--- src/rtl/io_cnt_pkg.sv ---
// Shared definitions for the counter-packet collector: type encodings, FSM states and
// helpers that derive field offsets from the configured widths.
package io_cnt_pkg;

  typedef enum logic [1:0] {
    CntStall = 2'd0,
    CntRead  = 2'd1,
    CntEmpty = 2'd2,
    CntFull  = 2'd3
  } cnt_type_e;

  typedef enum logic [1:0] {
    StIdle    = 2'd0,
    StCollect = 2'd1,
    StDrain   = 2'd2,
    StDone    = 2'd3
  } state_e;

  localparam int unsigned CntBits  = 16;
  localparam int unsigned TypeBits = 2;

  function automatic int unsigned val_bits(input int unsigned payload_bits,
                                           input int unsigned leaf_bits,
                                           input int unsigned port_bits);
    return payload_bits - TypeBits - leaf_bits - port_bits;
  endfunction

  // LSB positions of the routing fields in the packet word (valid bit is the MSB).
  function automatic int unsigned dst_leaf_lsb(input int unsigned packet_bits,
                                               input int unsigned leaf_bits);
    return packet_bits - 1 - leaf_bits;
  endfunction

  function automatic int unsigned dst_port_lsb(input int unsigned packet_bits,
                                               input int unsigned leaf_bits,
                                               input int unsigned port_bits);
    return packet_bits - 1 - leaf_bits - port_bits;
  endfunction

  // LSB positions of the source fields inside the payload (and hence inside a record).
  function automatic int unsigned src_leaf_lsb(input int unsigned payload_bits,
                                               input int unsigned leaf_bits);
    return payload_bits - TypeBits - leaf_bits;
  endfunction

  function automatic int unsigned src_port_lsb(input int unsigned payload_bits,
                                               input int unsigned leaf_bits,
                                               input int unsigned port_bits);
    return payload_bits - TypeBits - leaf_bits - port_bits;
  endfunction

endpackage

--- src/rtl/io_cnt_fifo.sv ---
// Synchronous first-word-fall-through FIFO holding decoded counter records.
module io_cnt_fifo #(
  parameter int unsigned Width    = 32,
  parameter int unsigned AddrBits = 4
) (
  input  logic             clk_i,
  input  logic             rst_i,
  input  logic             push_i,
  input  logic [Width-1:0] wdata_i,
  input  logic             pop_i,
  output logic [Width-1:0] rdata_o,
  output logic             empty_o,
  output logic             full_o
);

  localparam int unsigned Depth = 1 << AddrBits;

  logic [Width-1:0]  mem_q [Depth];
  logic [AddrBits:0] wr_ptr_q, rd_ptr_q;
  logic              do_push, do_pop;

  // Extra MSB on each pointer tells a full ring from an empty one.
  assign empty_o = (wr_ptr_q == rd_ptr_q);
  assign full_o  = (wr_ptr_q[AddrBits] != rd_ptr_q[AddrBits]) &&
                   (wr_ptr_q[AddrBits-1:0] == rd_ptr_q[AddrBits-1:0]);

  assign do_pop  = pop_i && !empty_o;
  assign do_push = push_i && (!full_o || do_pop);

  assign rdata_o = empty_o ? '0 : mem_q[rd_ptr_q[AddrBits-1:0]];

  always_ff @(posedge clk_i) begin
    if (rst_i) begin
      wr_ptr_q <= '0;
      rd_ptr_q <= '0;
    end else begin
      if (do_push) wr_ptr_q <= wr_ptr_q + 1'b1;
      if (do_pop)  rd_ptr_q <= rd_ptr_q + 1'b1;
    end
  end

  always_ff @(posedge clk_i) begin
    if (do_push) mem_q[wr_ptr_q[AddrBits-1:0]] <= wdata_i;
  end

endmodule

--- src/rtl/io_cnt_collector.sv ---
// Collects counter packets addressed to this endpoint into a record FIFO and tracks
// accepted/dropped totals for one collection window.
module io_cnt_collector
  import io_cnt_pkg::*;
#(
  parameter int unsigned PACKET_BITS    = 49,
  parameter int unsigned NUM_LEAF_BITS  = 5,
  parameter int unsigned NUM_PORT_BITS  = 4,
  parameter int unsigned PAYLOAD_BITS   = 32,
  parameter int unsigned CNT_PORT       = 1,
  parameter int unsigned FIFO_ADDR_BITS = 4,
  localparam int unsigned VAL_BITS = val_bits(PAYLOAD_BITS, NUM_LEAF_BITS, NUM_PORT_BITS)
) (
  input  logic                     clk,
  input  logic                     reset,
  input  logic [PACKET_BITS-1:0]   stream_in,
  input  logic [NUM_LEAF_BITS-1:0] self_leaf,
  input  logic                     start,
  input  logic [CntBits-1:0]       expected_records,
  output logic                     rec_vld,
  input  logic                     rec_ack,
  output logic [TypeBits-1:0]      rec_type,
  output logic [NUM_LEAF_BITS-1:0] rec_leaf,
  output logic [NUM_PORT_BITS-1:0] rec_port,
  output logic [VAL_BITS-1:0]      rec_value,
  output logic [CntBits-1:0]       accepted_cnt,
  output logic [CntBits-1:0]       drop_cnt,
  output logic                     collect_done,
  output logic                     busy
);

  localparam int unsigned RecBits    = PAYLOAD_BITS;
  localparam int unsigned DstLeafLsb = dst_leaf_lsb(PACKET_BITS, NUM_LEAF_BITS);
  localparam int unsigned DstPortLsb = dst_port_lsb(PACKET_BITS, NUM_LEAF_BITS, NUM_PORT_BITS);
  localparam int unsigned SrcLeafLsb = src_leaf_lsb(PAYLOAD_BITS, NUM_LEAF_BITS);
  localparam int unsigned SrcPortLsb = src_port_lsb(PAYLOAD_BITS, NUM_LEAF_BITS, NUM_PORT_BITS);

  state_e               state_q, state_d;
  logic [CntBits-1:0]   acc_q, acc_d, drop_q, drop_d;
  logic [CntBits:0]     total_d;
  logic                 done_q, busy_q;
  logic                 match, fifo_push, fifo_pop, fifo_empty, fifo_full, pkt_drop;
  logic [RecBits-1:0]   rec_rdata;
  logic                 unused_stream;

  // Reserved bits are don't-care; fold the whole word so none is left dangling.
  assign unused_stream = ^stream_in;

  assign match = stream_in[PACKET_BITS-1] &&
                 (stream_in[DstLeafLsb +: NUM_LEAF_BITS] == self_leaf) &&
                 (stream_in[DstPortLsb +: NUM_PORT_BITS] == NUM_PORT_BITS'(CNT_PORT));

  assign rec_vld   = !fifo_empty;
  assign fifo_pop  = rec_vld && rec_ack;
  assign fifo_push = (state_q == StCollect) && match && (!fifo_full || fifo_pop);
  assign pkt_drop  = match && (((state_q == StCollect) && !fifo_push) || (state_q == StDrain));

  always_comb begin
    state_d = state_q;
    acc_d   = acc_q;
    drop_d  = drop_q;
    if (fifo_push && (acc_q != '1)) acc_d = acc_q + 1'b1;
    if (pkt_drop && (drop_q != '1)) drop_d = drop_q + 1'b1;
    total_d = {1'b0, acc_d} + {1'b0, drop_d};
    case (state_q)
      StIdle, StDone: begin
        if (start) begin
          acc_d   = '0;
          drop_d  = '0;
          state_d = (expected_records == '0) ? StDrain : StCollect;
        end
      end
      StCollect: if (total_d >= {1'b0, expected_records}) state_d = StDrain;
      StDrain:   if (fifo_empty) state_d = StDone;
      default:   state_d = StIdle;
    endcase
  end

  always_ff @(posedge clk) begin
    if (reset) begin
      state_q <= StIdle;
      acc_q   <= '0;
      drop_q  <= '0;
      done_q  <= 1'b0;
      busy_q  <= 1'b0;
    end else begin
      state_q <= state_d;
      acc_q   <= acc_d;
      drop_q  <= drop_d;
      done_q  <= (state_d == StDone);
      busy_q  <= (state_d == StCollect) || (state_d == StDrain);
    end
  end

  io_cnt_fifo #(
    .Width   (RecBits),
    .AddrBits(FIFO_ADDR_BITS)
  ) u_fifo (
    .clk_i  (clk),
    .rst_i  (reset),
    .push_i (fifo_push),
    .wdata_i(stream_in[PAYLOAD_BITS-1:0]),
    .pop_i  (fifo_pop),
    .rdata_o(rec_rdata),
    .empty_o(fifo_empty),
    .full_o (fifo_full)
  );

  assign rec_type     = rec_rdata[RecBits-1 -: TypeBits];
  assign rec_leaf     = rec_rdata[SrcLeafLsb +: NUM_LEAF_BITS];
  assign rec_port     = rec_rdata[SrcPortLsb +: NUM_PORT_BITS];
  assign rec_value    = rec_rdata[VAL_BITS-1:0];
  assign accepted_cnt = acc_q;
  assign drop_cnt     = drop_q;
  assign collect_done = done_q;
  assign busy         = busy_q;

endmodule
--- config.mk ---
export PLATFORM = sky130hd
export DESIGN_NAME = io_cnt_collector
export DESIGN_NICKNAME = d
export VERILOG_FILES = /design/src/rtl/io_cnt_pkg.sv /design/src/rtl/io_cnt_fifo.sv /design/src/rtl/io_cnt_collector.sv
export SDC_FILE = /design/constraint.sdc
export NUM_CORES = 1
export LEC_CHECK = 0
export CORE_AREA = 8 8 225 227
export DETAILED_ROUTE_END_ITERATION = 16
export DIE_AREA = 0 0 233 235
export PLACE_DENSITY = 0.68
export SKIP_LAST_GASP = 1
export SYNTH_ARGS = -nofsm -noshare
export SYNTH_HDL_FRONTEND = slang
export SYNTH_SLANG_ARGS = --single-unit
--- constraint.sdc ---
create_clock -name clk -period 7.3 [get_ports clk]
set_input_delay 1.46 -clock clk [delete_from_list [all_inputs] [get_ports clk]]
set_output_delay 1.46 -clock clk [all_outputs]
set_load 0.1 [all_outputs]
# Word level (Yosys, flattened, before mapping)
# Memory sizes are Yosys's and may differ from the RTL's. A register that Yosys moved wholly into a read port is not among the register bits.
# Index checks and enable logic that the tools add are counted.
[totals]
ram_bits = 512
n_memories = 1
in_bits = 74
output_inout_bits = 67
regBits = 46
[classes]
add_sub_neg = 5
order_cmp = 1
n_mux = 16
eq_ne = 13
n_reduce_logical = 22
[memory_table]
columns = ["memory", "depth", "word_bits", "rd", "rd_ports_with_merged_regs", "write_ports", "line", "rtl"]
rows = [
  ["u_fifo.mem_q", 16, 32, 1, 1, 1, "io_cnt_fifo.sv:18", "logic [Width-1:0] mem_q [Depth];"],
]
[ops]
columns = ["cell", "n"]
rows = [
  ["$mux 16", 6],
  ["$add 16x1->16 const B", 2],
  ["$mux 32", 1],
  ["$ne 16x16->1 const B", 2],
  ["$add 16x16->17", 1],
  ["$ge 17x16->1", 1],
  ["$logic_not 16->1", 1],
  ["$logic_and 1x1->1", 12],
  ["$add 5x1->5 const B", 2],
  ["$eq 5x5->1", 2],
  ["$eq 2x2->1 const B", 4],
  ["$mux 2", 4],
  ["$mux 4", 2],
  ["$pmux 2 s3", 1],
  ["$eq 2x1->1 const B", 2],
  ["$eq 4x1->1 const B", 1],
  ["$eq 4x4->1", 1],
  ["$logic_or 1x1->1", 4],
  ["$logic_not 1->1", 3],
  ["$logic_not 2->1", 1],
  ["$mux 1", 2],
  ["$reduce_or 2->1", 1],
  ["$ne 1x1->1", 1],
]

# Depth between registers and ports, before layout
[logic_depth]
word_depth = 17
ltp_mapped = 25

# Modules after synthesis
# Synthesis repeated with hierarchy kept, for this count alone.
[hier_totals]
cells_unflattened = 1277
area_unflattened_um2 = 23064.6
[modules_own_cells]
columns = ["mod", "area_each_um2", "cells_per_inst", "seq_area_each_um2", "instances"]
rows = [
  ["io_cnt_fifo", 19867.8, 873, 15655.0, 1],
  ["io_cnt_collector", 3196.8, 404, 720.7, 1],
]

# Worst setup path before layout
# No wires, ideal clock.
[synth_timing]
path_kind = "input to register"
start = "input port stream_in[40]"
end = "register busy_q, in the netlist busy"
path_stages = 23
setup_time_ns = 0.126
t_required_ns = 7.174
arrival_time_ns = 6.224
path_buffers = 1
slack_ns = 0.950
cell_sequence = "nor4b_2 -> nand4_1 -> a2111oi_2 -> buf_2 -> nand2_1 -> xnor2_1 -> ha_1 -> inv_1 -> fa_1 -> nand2b_1 -> a21oi_1 -> a41oi_1 -> o31ai_1 -> xor2_1 -> ha_1 -> a21oi_1 -> o21ai_0 -> a2111oi_0 -> a21oi_1 -> nor3_1 -> a21oi_1 -> ha_1 -> nor2b_1"
[synth_via]
elab_chain_len = 16
[synth_rtl]
columns = ["item", "line", "rtl"]
rows = [
  ["from (decl)", "io_cnt_collector.sv:16", "input logic [PACKET_BITS-1:0] stream_in,"],
  ["$eq 4x1->1 *", "io_cnt_collector.sv:51", "(stream_in[DstPortLsb +: NUM_PORT_BITS] == NUM_PORT_BITS'(CNT_PORT));"],
  ["$logic_and 1x1->1 *", "io_cnt_collector.sv:50", "(stream_in[DstLeafLsb +: NUM_LEAF_BITS] == self_leaf) &&"],
  ["$logic_and 1x1->1 (2 in a row)", "io_cnt_collector.sv:55", "assign fifo_push = (state_q == StCollect) && match && (!fifo_full || fifo_pop);"],
  ["$logic_not 1->1", "io_cnt_collector.sv:56", "assign pkt_drop = match && (((state_q == StCollect) && !fifo_push) || (state_q == StDrain));"],
  ["$logic_and 1x1->1", "io_cnt_collector.sv:56", ""],
  ["$logic_or 1x1->1", "io_cnt_collector.sv:56", ""],
  ["$logic_and 1x1->1", "io_cnt_collector.sv:56", ""],
  ["$logic_and 1x1->1", "io_cnt_collector.sv:63", "if (pkt_drop && (drop_q != '1)) drop_d = drop_q + 1'b1;"],
  ["$mux 16", "io_cnt_collector.sv:63", ""],
  ["$add 16x16->17 *", "io_cnt_collector.sv:64", "total_d = {1'b0, acc_d} + {1'b0, drop_d};"],
  ["$ge 17x16->1 *", "io_cnt_collector.sv:73", "StCollect: if (total_d >= {1'b0, expected_records}) state_d = StDrain;"],
  ["$mux 2 *", "io_cnt_collector.sv:73", ""],
  ["$pmux 2 s3 *", "io_cnt_collector.sv:65", "case (state_q)"],
  ["$eq 2x1->1 or $eq 2x2->1 (tied branches)", "io_cnt_collector.sv:91", "busy_q <= (state_d == StCollect) || (state_d == StDrain);"],
  ["$logic_or 1x1->1 *", "io_cnt_collector.sv:91", ""],
  ["to (signal assigned)", "io_cnt_collector.sv:91", ""],
  ["to (decl)", "io_cnt_collector.sv:41", "logic done_q, busy_q;"],
]
# Every way passes the cells marked *; elsewhere a longest branch is shown, timed or not.
# A chain may end at the register's enable or synchronous reset.

# Final worst setup path
# Same ends and word-level chain as after synthesis.

==> flow_summary.json <==
{
  "status": "finished, final reports clean",
  "drt-initial-drc-count": 1117,
  "die_y_um": 235,
  "cts_buffer_depth": 3,
  "slew_headroom_pct": 28.5,
  "final.period_utilization_pct": 92.2,
  "max_cap_viol_count": 0,
  "yosys_warnings": 0,
  "ys_ff_latch": 562,
  "vdd_drop_max_mv": 0.236,
  "multiInputGateArea_um2": 6690,
  "rsz0062_at_grt": "false",
  "layout_setup_ws_ps": 572,
  "core_um2": 47100,
  "dp_cells": 1970,
  "routed_wl_um": 51100,
  "synth_xor_xnor_area_share_pct": 2.11,
  "hold_path_class": "reg2reg",
  "crit_slowest_cell": "a2111oi_0",
  "grt_pass1_vias": 12500,
  "tightestPinTransition_ps": 1070,
  "place.gp.congestion": 0.900,
  "synth_top_family_by_area": "multiplexers",
  "grt-ovfl-total": 0,
  "portBuffers": 133,
  "fin_crit_ps": 6730,
  "synth-compound-area-share_pct": 2.19,
  "crit_family": "compound AO/OA/AOI/OAI gates",
  "synth_area_per_cell_um2": 18.9,
  "grt_usage_pct": 18.7,
  "numClockSinks": 562,
  "share_comb_of_total_power_pct": 2.7,
  "syn_nets": 1350,
  "die_w_um": 233,
  "area_growth_pct": 17.9,
  "ioPinCount": 141,
  "slowest_delay_ps": 530,
  "final_cells": 2070,
  "cts_hold_buf": 0,
  "final.fill_count": 3487,
  "utilization_pct": 58.2,
  "rows": 80,
  "avgViaCountPerCell": 5.84,
  "drc_errors": 0,
  "place_ws_ps": -154,
  "synthesis.area_um2": 23300,
  "ctsResizeCount": 0,
  "worstSetupEndpointType": "flip-flop",
  "required_ps": 7760,
  "fmax_mhz": 149,
  "fin_worst_skew_ps": 15.0,
  "cts_buffers": 55,
  "nNetsFinal": 1530,
  "fin_tns_setup_ps": 0,
  "initial_utilization_pct": 49.4,
  "seqCellArea_um2": 16400,
  "critPathKind": "in2reg",
  "synth_ff_type": "edfxtp_1",
  "worstPathArrival_ps": 7180,
  "synth_edf_count": 512,
  "antenna_found_initial": 4,
  "p_sw_share_pct": 19.8,
  "dieArea_um2": 54800,
  "seqPwrFrac_pct": 53.9,
  "htreeDepth": 2,
  "clkLatencyLatePin_ps": 600,
  "vias": 12100,
  "path_max_fanout": 5,
  "synth_mux_area_share_pct": 15.7,
  "place.detailed.hpwl_um": 29300,
  "grt_max_degree": 59,
  "critPathMostFrequentCell": "a21oi_1",
  "wl_per_cell_um": 24.7,
  "synth.distinct_cells": 59,
  "powerDensity_nw_per_um2": 238,
  "cts-root-buf": "clkbuf_16",
  "clkTransAtPathRegs_ps": 60,
  "p_int_mw": 5.23,
  "drtAntennaViolNets": 0,
  "drive_gt1_share_pct": 21.6,
  "cts_tree": "yes",
  "synthSimpleGateAreaFrac_pct": 5.85,
  "p_sw_mw": 1.29,
  "ys_seq_area_share_pct": 70.4,
  "drv_slew": 0,
  "post_cts_buffers": 0,
  "cp-start-kind": "primary input",
  "power_leakage_nw": 8.80,
  "synthArstFlopShare_pct": 0,
  "grt_pass1_wl_um": 77200,
  "setup_viol": 0,
  "drtPass1Iterations": 8,
  "synthAdderAreaFrac_pct": 2.40,
  "synth_cells": 1232,
  "pwr-share-clk_pct": 43.4,
  "cp_num_buf_inv": 5,
  "hold_violations": 0
}
## layout by cell type (no fill, tap or decap), types with 38 or more instances in the layout
cell type,n
buf_4,40
clkdlybuf4s50_1,133
xnor2_1,39
and2_1,59
clkbuf_16,56
dfxtp_1,46
nor2_1,38
ha_1,43
mux4_2,160
edfxtp_1,512
## through the flow
step / power, mW / hold WS, ps / area (µm²)
after detailed placement: 3.76 / 501 / 25600
after floorplan: 3.66 / 466 / 23300
after global placement: 3.75 / 478 / 25600
final: 6.52 / 504 / 27400
after CTS: 6.58 / 509 / 27400
after global routing: 6.72 / 522 / 27400
## kinds of logic after synthesis
group | after synthesis
and+or+nand+nor | 247
buffers and inverters | 82
DFF | 562
adders and majority gates | 44
xor gates and xnor gates | 56
muxes | 164
AOI/OAI and AO/OA | 77
## worst min-delay path, stage by stage (launching register included)
cell      delay [ps]
dfxtp_1          330
nand3b_1          80
nand2_1           50
## worst paths after layout
| kind | from | endpoint | slack, ps | cells past startpoint |
|---|---|---|---|---|
| setup / recovery | stream_in[40] | busy | 570 | 26 |
| hold / removal | u_fifo.wr_ptr_q[4] | u_fifo.wr_ptr_q[4] | 500 | 2 |
| setup reg to reg | u_fifo.wr_ptr_q[2] | busy | 1430 | 24 |
| hold reg to reg | u_fifo.wr_ptr_q[4] | u_fifo.wr_ptr_q[4] | 500 | 2 |
## area by class of cell
cell class,instances,share of cell area [%]
clock buffer,69,5.29
tap,615,2.81
sequential,562,59.7
antenna,2,0.0182
timing repair buffer,175,6.09
multi-input combinational,588,24.4
inverter,30,0.411
clock inverter,29,1.27
## cell usage after synthesis, types with 2 or more instances
| library cell | n | area (µm²) |
|---|---|---|
| dfxtp_1 | 50 | 1000 |
| or2_2 | 2 | 12.5 |
| mux2i_1 | 4 | 40.0 |
| o2111ai_1 | 2 | 17.5 |
| a21o_1 | 5 | 37.5 |
| or4_1 | 2 | 15.0 |
| nand4_1 | 20 | 125 |
| a41oi_1 | 2 | 17.5 |
| xor2_1 | 17 | 149 |
| nor2_1 | 50 | 188 |
| xnor2_1 | 39 | 342 |
| nand3_1 | 25 | 125 |
| nor4b_2 | 2 | 30.0 |
| buf_1 | 3 | 11.3 |
| mux4_2 | 160 | 3600 |
| o31ai_1 | 2 | 15.0 |
| nor3_1 | 11 | 55.1 |
| nor2b_1 | 3 | 18.8 |
| and3_1 | 11 | 68.8 |
| inv_1 | 30 | 113 |
| nor4_1 | 5 | 31.3 |
| nand3b_1 | 3 | 22.5 |
| o21ai_0 | 14 | 70.1 |
| a21oi_1 | 26 | 130 |
| o21ai_1 | 2 | 10.0 |
| ha_1 | 43 | 538 |
| a31oi_1 | 2 | 12.5 |
| and2_1 | 59 | 369 |
| a31o_2 | 2 | 17.5 |
| and4_1 | 3 | 26.3 |
| nand2b_1 | 7 | 43.8 |
| o211ai_1 | 2 | 15.0 |
| nand2_1 | 31 | 116 |
| clkbuf_1 | 32 | 120 |
| buf_2 | 16 | 80.1 |
| or3_1 | 5 | 31.3 |
| edfxtp_1 | 512 | 15400 |
| a211oi_1 | 7 | 52.6 |
## flip-flops by register name (all words and copies together) (netlist names), named ones only
register / cells
u_fifo.rd_ptr_q: 5
accepted_cnt: 16
drop_cnt: 16
u_fifo.mem_q: 512
u_fifo.wr_ptr_q: 5
collect_done: 1
busy: 1
state_q: 2
## routing by layer
layer / part of all wire [%] / wire [µm] / GRT usage [%]
met1: 42 / 21700 / 25.9
met4: 1.8 / 941 / 4.55
met3: 6.9 / 3500 / 4.35
met2: 49 / 24900 / 30.0
met5: 0.076 / 39 / 0
## power groups by stage
stage / registers [mW] / logic, mW / clock network [mW]
after floorplan: 3.60 / 0.0573 / 0
after global placement: 3.58 / 0.169 / 0
after detailed placement: 3.58 / 0.175 / 0
after CTS: 3.51 / 0.176 / 2.89
after global routing: 3.51 / 0.195 / 3.02
final: 3.51 / 0.176 / 2.83
(Power assumes the default switching activity.)
